==> src/rtl/clk_div_multi.sv <==
// rtl/clk_div_multi.sv - multi-channel programmable clock divider
// Each channel divides clk by its own ratio; ratio changes land on period boundaries only.
module clk_div_multi #(
   parameter int SELW        = 2,
   parameter int DIVW        = 16,
   parameter int DEFAULT_DIV = 2,
   localparam int NCH        = 2 ** SELW
) (
   input  logic            clk,
   input  logic            rst,
   input  logic [NCH-1:0]  ch_en,
   input  logic            sync,
   input  logic            div_we,
   input  logic [SELW-1:0] div_sel,
   input  logic [DIVW-1:0] div_val,
   output logic [NCH-1:0]  clk_out,
   output logic [NCH-1:0]  tick,
   output logic [NCH-1:0]  applied
);

   logic [DIVW-1:0] act_q  [NCH];
   logic [DIVW-1:0] pend_q [NCH];
   logic [DIVW-1:0] cnt_q  [NCH];
   logic [NCH-1:0]  pv_q;
   logic [NCH-1:0]  run_q;

   logic [DIVW-1:0] act_d  [NCH];
   logic [DIVW-1:0] pend_d [NCH];
   logic [DIVW-1:0] cnt_d  [NCH];
   logic [NCH-1:0]  pv_d;
   logic [NCH-1:0]  run_d;
   logic [NCH-1:0]  lvl_d;
   logic [NCH-1:0]  tick_d;
   logic [NCH-1:0]  app_d;
   logic [NCH-1:0]  hit;

   function automatic logic [DIVW:0] half_of(input logic [DIVW-1:0] a);
      return ({1'b0, a} + (DIVW+1)'(1)) >> 1;
   endfunction

   always_comb begin
      hit = '0;
      for (int i = 0; i < NCH; i++) begin
         hit[i] = div_we && (div_sel == SELW'(i));
      end
   end

   always_comb begin
      pv_d   = pv_q;
      run_d  = run_q;
      lvl_d  = '0;
      tick_d = '0;
      app_d  = '0;
      for (int i = 0; i < NCH; i++) begin
         act_d[i]  = act_q[i];
         pend_d[i] = pend_q[i];
         cnt_d[i]  = cnt_q[i];
         // Restart point: disabled, sync, or idle -- writes and pending ratios land immediately.
         if (!ch_en[i] || sync || !run_q[i]) begin
            if (hit[i]) begin
               act_d[i] = div_val;
               app_d[i] = 1'b1;
            end else if (pv_q[i]) begin
               act_d[i] = pend_q[i];
               app_d[i] = 1'b1;
            end
            pv_d[i]  = 1'b0;
            cnt_d[i] = '0;
            if (ch_en[i] && (act_d[i] != '0)) begin
               run_d[i]  = 1'b1;
               tick_d[i] = 1'b1;
               lvl_d[i]  = (act_d[i] >= DIVW'(2));
            end else begin
               run_d[i] = 1'b0;
            end
         end else if (cnt_q[i] == act_q[i] - DIVW'(1)) begin
            // Wrap: commit the ratio pending before this edge; a write on this edge waits a period.
            if (pv_q[i]) begin
               act_d[i] = pend_q[i];
               app_d[i] = 1'b1;
            end
            pv_d[i]   = hit[i];
            pend_d[i] = hit[i] ? div_val : pend_q[i];
            cnt_d[i]  = '0;
            run_d[i]  = (act_d[i] != '0);
            tick_d[i] = (act_d[i] != '0);
            lvl_d[i]  = (act_d[i] >= DIVW'(2));
         end else begin
            cnt_d[i]  = cnt_q[i] + DIVW'(1);
            lvl_d[i]  = ({1'b0, cnt_d[i]} < half_of(act_q[i]));
            pv_d[i]   = pv_q[i] | hit[i];
            pend_d[i] = hit[i] ? div_val : pend_q[i];
         end
      end
   end

   always_ff @(posedge clk) begin
      if (!rst) begin
         for (int i = 0; i < NCH; i++) begin
            act_q[i]  <= DIVW'(DEFAULT_DIV);
            pend_q[i] <= '0;
            cnt_q[i]  <= '0;
         end
         pv_q    <= '0;
         run_q   <= '0;
         clk_out <= '0;
         tick    <= '0;
         applied <= '0;
      end else begin
         for (int i = 0; i < NCH; i++) begin
            act_q[i]  <= act_d[i];
            pend_q[i] <= pend_d[i];
            cnt_q[i]  <= cnt_d[i];
         end
         pv_q    <= pv_d;
         run_q   <= run_d;
         clk_out <= lvl_d;
         tick    <= tick_d;
         applied <= app_d;
      end
   end

endmodule

==> config.mk <==
export PLATFORM = sky130hd
export DESIGN_NAME = clk_div_multi
export DESIGN_NICKNAME = d
export VERILOG_FILES = /design/src/rtl/clk_div_multi.sv
export SDC_FILE = /design/constraint.sdc
export NUM_CORES = 1
export LEC_CHECK = 0
export ABC_AREA = 1
export CAP_MARGIN = 5
export CORE_MARGIN = 2
export CORE_UTILIZATION = 30
export CTS_BUF_LIST = sky130_fd_sc_hd__clkbuf_16
export CTS_CLUSTER_DIAMETER = 100
export CTS_CLUSTER_SIZE = 16
export DETAILED_ROUTE_END_ITERATION = 7
export HOLD_SLACK_MARGIN = 0.12
export PLACE_DENSITY = 0.58
export SLEW_MARGIN = 40
export SYNTH_ARGS = -nofsm -noshare
export SYNTH_HDL_FRONTEND = slang
export SYNTH_SLANG_ARGS = --single-unit
==> constraint.sdc <==
create_clock -name clk -period 2.84 [get_ports clk]
set_clock_uncertainty 0.15 [all_clocks]
set_input_delay 0.426 -clock clk [delete_from_list [all_inputs] [get_ports clk]]
set_output_delay 0.426 -clock clk [all_outputs]
set_load 0.03 [all_outputs]
==> flow_metrics.env, run 1 <==
export IMPL_outcome="finished, violations left"
export IMPL_violations="negative setup slack"
export IMPL_layout_drive_gt1_share_pct=16.28
export IMPL_max_stage_delay_ns=0.35
export IMPL_whs_path_depth=3
export IMPL_chipHeight_um=234.9
export IMPL_vdd_drop_max_mv=0.3234
export IMPL_startpoint="cnt_q[2][0]"
export IMPL_place_ws_ns=-0.1454
export IMPL_synth_edff_count=0
export IMPL_crit_type="register to register"
export IMPL_multi_input_comb_area_mm2=0.01060
export IMPL_combPwrFrac_pct=22.7
export IMPL_finalHoldViolCount=0
export IMPL_cp_common_cell="nand2_1"
export IMPL_crit_path_end="clk_out[2]"
export IMPL_seq_area_mm2=0.004270
export IMPL_ys_seq_area_share_pct=26.54
export IMPL_vias_per_cell=4.743
export IMPL_setup_viol=3
export IMPL_relSlewSlack_pct=55.34
export IMPL_die_area_mm2=0.05517
export IMPL_grt_first_pass_wirelength_um=79470
export IMPL_diodes=0
export IMPL_dpl_instance_area_mm2=0.01849
export IMPL_synth_cells=2539
export IMPL_period_share_pct=104.1
export IMPL_cp_max_fo=3
export IMPL_antenna_found_initial=0
export IMPL_synthSimpleGateAreaFrac_pct=34.84
export IMPL_dp_hpwl_um=38310
export IMPL_syn_num_nets=2637
export IMPL_seq_power_share_pct=43.3
export IMPL_intPower_mw=4.860
export IMPL_synthToLayoutAreaGrowth_pct=23.31
export IMPL_num_rows=84
export IMPL_routed_wl_um=49170
export IMPL_stdcell_area_mm2=0.01972
export IMPL_grt_pass1_vias=15450
export IMPL_htreeDepth=1
export IMPL_synthMuxAreaShare_pct=0
export IMPL_hp_start="rst"
export IMPL_nets=2846
export IMPL_switchingPower_mw=2.324
export IMPL_drc_errors=0
export IMPL_p_per_area_mw_per_mm2=364.3
export IMPL_timing_rr_end="clk_out[2]"
export IMPL_worstSkewPairLatency_ns=0.53
export IMPL_critPathCaptureType="register"
export IMPL_power_frac_clock_pct=34.0
export IMPL_synthAdderAreaFrac_pct=5.633
export IMPL_r2r_setup_slack_ns=-0.12
export IMPL_r2r_cells=19
export IMPL_postCtsHoldBufs=0
export IMPL_cts_buffer_depth=3
export IMPL_grt_usage_pct=17.31
export IMPL_crit_arrival_ns=3.23
export IMPL_synthFlopType="dfxtp_1"
export IMPL_start_util_pct=30.37
export IMPL_path_cells="buf_4, nand3_2, nor2_2, nand2_1, nor2_2, nand2_2, nor3_4, nand3_4, xor2_4, ha_4, nand2_2, o21ai_0, a21oi_1, nor2_1, o21bai_1, nand3_1, nand2_1, nand3_1, nand2_1"
export IMPL_drt_iter0_drc=1153
export IMPL_worstMarginPinSlew_ns=0.6692
export IMPL_synthXorXnorAreaFrac_pct=8.301
export IMPL_globalplace_congestion=0.8978
export IMPL_nFillCells=5699
export IMPL_finalSetupTns_ns=-0.2128
export IMPL_period_needed_ns=2.956
export IMPL_cts_sinks=212
export IMPL_numPortBuffers=37
export IMPL_yosys_warnings=0
export IMPL_yosysUniqueCellTypes=51
export IMPL_synth_seq_cells=212
export IMPL_fmax_mhz=338.3
export IMPL_power_mw=7.184
export IMPL_setup_slack_ns=-0.1156
export IMPL_overflow=0
export IMPL_startpoint_type="register"
export IMPL_synth_top_family_by_area="simple AND/OR/NAND/NOR gates"
export IMPL_required_ns=3.11
export IMPL_cts_made_buffers=18
export IMPL_p_leak_nw=8.851
export IMPL_hold_path_class="primary input to register"
export IMPL_cts_tree="built"
export IMPL_postSynthAreaPerCell_um2=6.298
export IMPL_cp_slowest_cell="dfxtp_2"
export IMPL_fp_dieW_um=234.9
export IMPL_maxSlewViolCount=0
export IMPL_core_area_mm2=0.05266
export IMPL_rr_startpoint="cnt_q[2][0]"
export IMPL_drt_pass1_iter_count=5
export IMPL_routedWlPerCell_um=14.30
export IMPL_vias=16310
export IMPL_cap_violations=0
export IMPL_syn_area_mm2=0.01599
export IMPL_grt_max_degree=88
export IMPL_synth_async_sr_flop_share_pct=0
export IMPL_post_route_util_pct=37.45
export IMPL_ant_nets=0
export IMPL_ios=38
export IMPL_synth_compound_area_share_pct=14.16
export IMPL_clkTransAtPathRegs_ns=0.08
export IMPL_cts_root_buf="clkbuf_16"
export IMPL_grt_setup_unrepaired="true"
export IMPL_sw_frac_of_total_pct=32.35
[flip-flops by register name (all words and copies together), names as in the netlist]
name	count
act_q	64
cnt_q	64
pend_q	64
applied	4
clk_out	4
pv_q	4
run_q	4
tick	4
[worst min path at each step]
stage / slack, ns / to
final: 0.27 / act_q[3][9]
after global placement: 0.29 / pend_q[0][2]
after global routing: 0.29 / act_q[2][1]
after floorplan: 0.28 / pend_q[0][2]
after CTS: 0.25 / act_q[3][9]
after detailed placement: 0.30 / pend_q[1][9]
[layout make-up]
cell class	instances	share of cell area (%)
multi-input cells	1913	53.77
flip-flops and latches	212	21.66
repair buffers	284	11.51
inverters	319	6.098
well taps	688	4.365
clock buffers	19	2.411
clock inverters	4	0.1904
[Yosys cell counts, types with 36 or more instances]
library cell,count,area share (%)
clkbuf_1,48,1.1
inv_1,302,7.1
xnor2_1,36,2.0
nor3_1,37,1.2
nor2_1,311,7.3
a21oi_1,112,3.5
dfxtp_1,212,27
nand3_1,152,4.8
nand2_1,628,15
ha_1,72,5.6
nand4_1,45,1.8
xor2_1,113,6.2
o21ai_0,239,7.5
[placed cells by master, fill, tap and decap left out, drive strengths merged, types with 41 or more instances in the layout]
master,count
nand2,639
inv,318
nor3,41
ha,72
xor2,113
a21oi,112
dfxtp,212
o21ai,255
nor2,336
nand3,165
buf,248
nand4,45
[critical path, delay by kind of cell (launching register included)]
| family | cells | cell delay (ns) |
|---|---|---|
| DFF | 1 | 0.35 |
| AOI/OAI and AO/OA | 3 | 0.42 |
| buffers and inverters | 1 | 0.11 |
| adders and majority gates | 1 | 0.28 |
| and+or+nand+nor | 13 | 1.34 |
| xor gates and xnor gates | 1 | 0.20 |
[metrics by stage]
stage,std cells,hold slack (ns)
after floorplan,2539,0.2792
after global placement,3395,0.2933
after detailed placement,3395,0.2995
after CTS,3424,0.2500
after global routing,3439,0.2908
final,3439,0.2681
[power by group through the flow]
stage | clock network [mW] | logic [mW] | registers [mW]
after CTS | 2.54 | 1.59 | 3.11
after floorplan | 0 | 1.07 | 3.17
final | 2.44 | 1.63 | 3.11
after detailed placement | 0 | 1.57 | 3.18
after global placement | 0 | 1.57 | 3.18
after global routing | 2.64 | 1.83 | 3.12
[kinds of logic after synthesis]
kind of cell,count (synthesis)
AND/OR/NAND/NOR,1268
AO/OA/AOI/OAI,423
buffers and inverters,414
flip-flops,212
XOR/XNOR,150
adder cells (fa/ha/maj),72
[repair_timing]
action | CTS | global route
buffers inserted | 6 | 15
gates resized for setup | 37 | 92
pin swaps | 8 | 36
hold endpoints to repair | 0 | 0
endpoints found under the setup margin | 4 | 65
[routing by layer]
layer,vias to the layer above,track usage [%],wire length (um),part of all wire (%)
met1,7369,24.43,24130,49
met4,0,3.088,749,1.5
met2,314,28.73,22360,45
met5,-,0,0,0
li1,8589,-,-,-
met3,38,1.692,1935,3.9
No activity file was read; power rests on OpenSTA's default activity.
==> inputs of run 2 (changes only) <==
--- a/config.mk
+++ b/config.mk
@@ -15,7 +15,7 @@
 export DETAILED_ROUTE_END_ITERATION = 7
 export HOLD_SLACK_MARGIN = 0.12
 export PLACE_DENSITY = 0.58
-export SLEW_MARGIN = 40
+export SLEW_MARGIN = 20
 export SYNTH_ARGS = -nofsm -noshare
 export SYNTH_HDL_FRONTEND = slang
 export SYNTH_SLANG_ARGS = --single-unit
==> run 2 against run 1 <==
  * Worst hold slack got worse by 0.0087 ns
  * Combinational power about the same
  * Largest cell class unchanged
  * Die area unchanged
  * Critical path type unchanged
  * Critical path depth decreased by 1
  * Sequential power about the same
  * Sequential cell count unchanged
  * Sequential share of layout area decreased by 0.36 points
  * Register-to-register slack improved by 0.02 ns
  * The run still ends with negative setup slack left
  * Clock-buffer cell count unchanged
  * Final cell count increased by 0.26%
  * Routed wire length increased by 1.2%
  * Maximum frequency increased by 0.78%
==> flow_metrics.env, run 2 (synthesis gave the netlist of run 1 again) <==
export IMPL_hp_start="rst"
export IMPL_place_inst=3395
export IMPL_numPortBuffers=37
export IMPL_p_leak_nw=8.974
export IMPL_min_to="act_q[3][9]"
export IMPL_drc_errors=0
export IMPL_vdd_drop_max_mv=0.3251
export IMPL_cap_violations=0
export IMPL_cp_common_cell="nand2_1"
export IMPL_cts_root_buf="clkbuf_16"
export IMPL_start_util_pct=30.37
export IMPL_grt_max_degree=88
export IMPL_postCtsHoldBufs=0
export IMPL_whs_path_depth=3
export IMPL_required_ns=3.16
export IMPL_antenna_found_initial=0
export IMPL_period_share_pct=103.3
export IMPL_timing_rr_end="clk_out[2]"
export IMPL_setup_viol=2
export IMPL_routed_wl_um=49750
export IMPL_rr_startpoint="act_q[2][0]"
export IMPL_cts_tree="built"
export IMPL_critPathCaptureType="register"
export IMPL_drt_iter0_drc=1072
export IMPL_cp_top_family="simple AND/OR/NAND/NOR gates"
export IMPL_cts_sinks=212
export IMPL_ios=38
export IMPL_chipHeight_um=234.9
export IMPL_nFillCells=5690
export IMPL_globalplace_congestion=0.8978
export IMPL_vias_per_cell=4.789
export IMPL_ant_nets=0
export IMPL_finalHoldViolCount=0
export IMPL_worstSkewPairLatency_ns=0.53
export IMPL_layout_commonest_cell="nand2_1"
export IMPL_top_regs="act_q (64), cnt_q (64), pend_q (64)"
export IMPL_startpoint="act_q[2][0]"
export IMPL_worstMarginPinSlew_ns=0.6775
export IMPL_cts_made_buffers=18
export IMPL_diodes=0
export IMPL_final_cells=3448
export IMPL_relSlewSlack_pct=54.79
export IMPL_mostFrequentLayoutCells="611 x nand2_1, 293 x inv_1, 285 x nor2_1"
export IMPL_outcome="finished, violations left"
export IMPL_drt_pass1_iter_count=5
export IMPL_cp_max_fo=4
export IMPL_r2r_cells=18
export IMPL_overflow=0
export IMPL_setup_slack_ns=-0.09281
export IMPL_num_rows=84
export IMPL_die_area_mm2=0.05517
export IMPL_htreeDepth=1
export IMPL_p_per_area_mw_per_mm2=357.5
export IMPL_cp_slowest_cell="dfxtp_4"
export IMPL_max_stage_delay_ns=0.38
export IMPL_routedWlPerCell_um=14.43
export IMPL_fmax_mhz=341.0
export IMPL_crit_arrival_ns=3.25
export IMPL_vias=16510
export IMPL_synthToLayoutAreaGrowth_pct=26.33
export IMPL_nets=2855
export IMPL_maxSlewViolCount=0
export IMPL_startpoint_type="register"
export IMPL_finalSetupTns_ns=-0.1060
export IMPL_post_route_util_pct=38.37
export IMPL_grt_pass1_vias=15460
export IMPL_fp_dieW_um=234.9
export IMPL_dp_hpwl_um=38280
export IMPL_crit_type="register to register"
export IMPL_cp_num_buf_inv=2
export IMPL_violations="negative setup slack"
export IMPL_grt_usage_pct=17.41
export IMPL_grt_setup_unrepaired="true"
export IMPL_grt_first_pass_wirelength_um=80160
export IMPL_period_needed_ns=2.933
export IMPL_place_ws_ns=-0.1591
export IMPL_r2r_setup_slack_ns=-0.09
export IMPL_layout_drive_gt1_share_pct=18.77
export IMPL_whs_ns=0.2594
export IMPL_cts_buffer_depth=3
export IMPL_core_area_mm2=0.05266
export IMPL_clkTransAtPathRegs_ns=0.08
export IMPL_hold_path_class="primary input to register"
export IMPL_path_cells="ha_4, nand2_2, nor4_4, nand4_1, buf_4, buf_4, o21ai_1, nand2_1, ha_1, a21oi_2, o21ai_1, a21oi_1, nor2_1, o21bai_1, nand3_2, nand2_1, nand3_1, nand2_1"
## run 2: cell types whose count changed in the layout (fill, tap and decap cells not counted), sizes merged
cell      change
buf           +9
clkinvlp      -1
inv           +1
## run 2: repair_timing
item / in CTS / in global routing
buffers inserted: 10 / 20
hold endpoints to repair: 0 / 0
resized for setup: 47 / 180
gates cloned: 0 / 0
pin swaps: 19 / 74
endpoints found under the setup margin: 4 / 67
## run 2: worst reg2reg max path, delay by kind of cell, from the launching register on
| family | cells | cell delay [ns] |
|---|---|---|
| fa+ha+maj | 2 | 0.45 |
| simple gates | 9 | 0.93 |
| buf+inv | 2 | 0.31 |
| flops | 1 | 0.38 |
| compound gates | 5 | 0.67 |
## run 2: worst max path at each step
| stage | endpoint | slack, ns | cells past startpoint |
|---|---|---|---|
| finish | clk_out[2] | -0.09 | 18 |
| global route | clk_out[2] | -0.32 | 18 |
| CTS | clk_out[0] | -0.09 | 19 |
| detailed placement | act_q[0][7] | -0.16 | 10 |
| global placement | act_q[0][7] | -0.16 | 10 |
| floorplan | clk_out[0] | 0.06 | 18 |
## run 2: per-stage QoR
step | cell area, um^2 | total power [mW]
after floorplan | 15990 | 4.244
after global placement | 18480 | 4.751
after detailed placement | 18480 | 4.755
after CTS | 19240 | 7.241
after global routing | 20200 | 7.625
final | 20200 | 7.221
## run 2: layer usage
metal	wire, um	global-route usage [%]	up-vias
li1	-	-	8618
met1	24060	24.51	7502
met2	22820	28.86	350
met3	2153	1.950	42
met4	712	3.011	0
met5	0	0	-
## run 2: final cells by class
type	instances	area, um^2	share of cell area, %
timing repair buffer	293	2365	11.71
inverter	319	1206	5.971
sequential	212	4303	21.30
clock buffer	19	475.5	2.354
tap	688	860.8	4.261
clock inverter	4	37.54	0.1858
multi-input combinational	1913	10950	54.22
## run 2: where the power goes
group | total (mW) | leakage (nW) | internal [mW] | switching [mW]
registers | 3.11 | 1.73 | 3.03 | 0.0754
clock network | 2.45 | 0.255 | 1.21 | 1.24
logic | 1.66 | 6.99 | 0.621 | 1.04
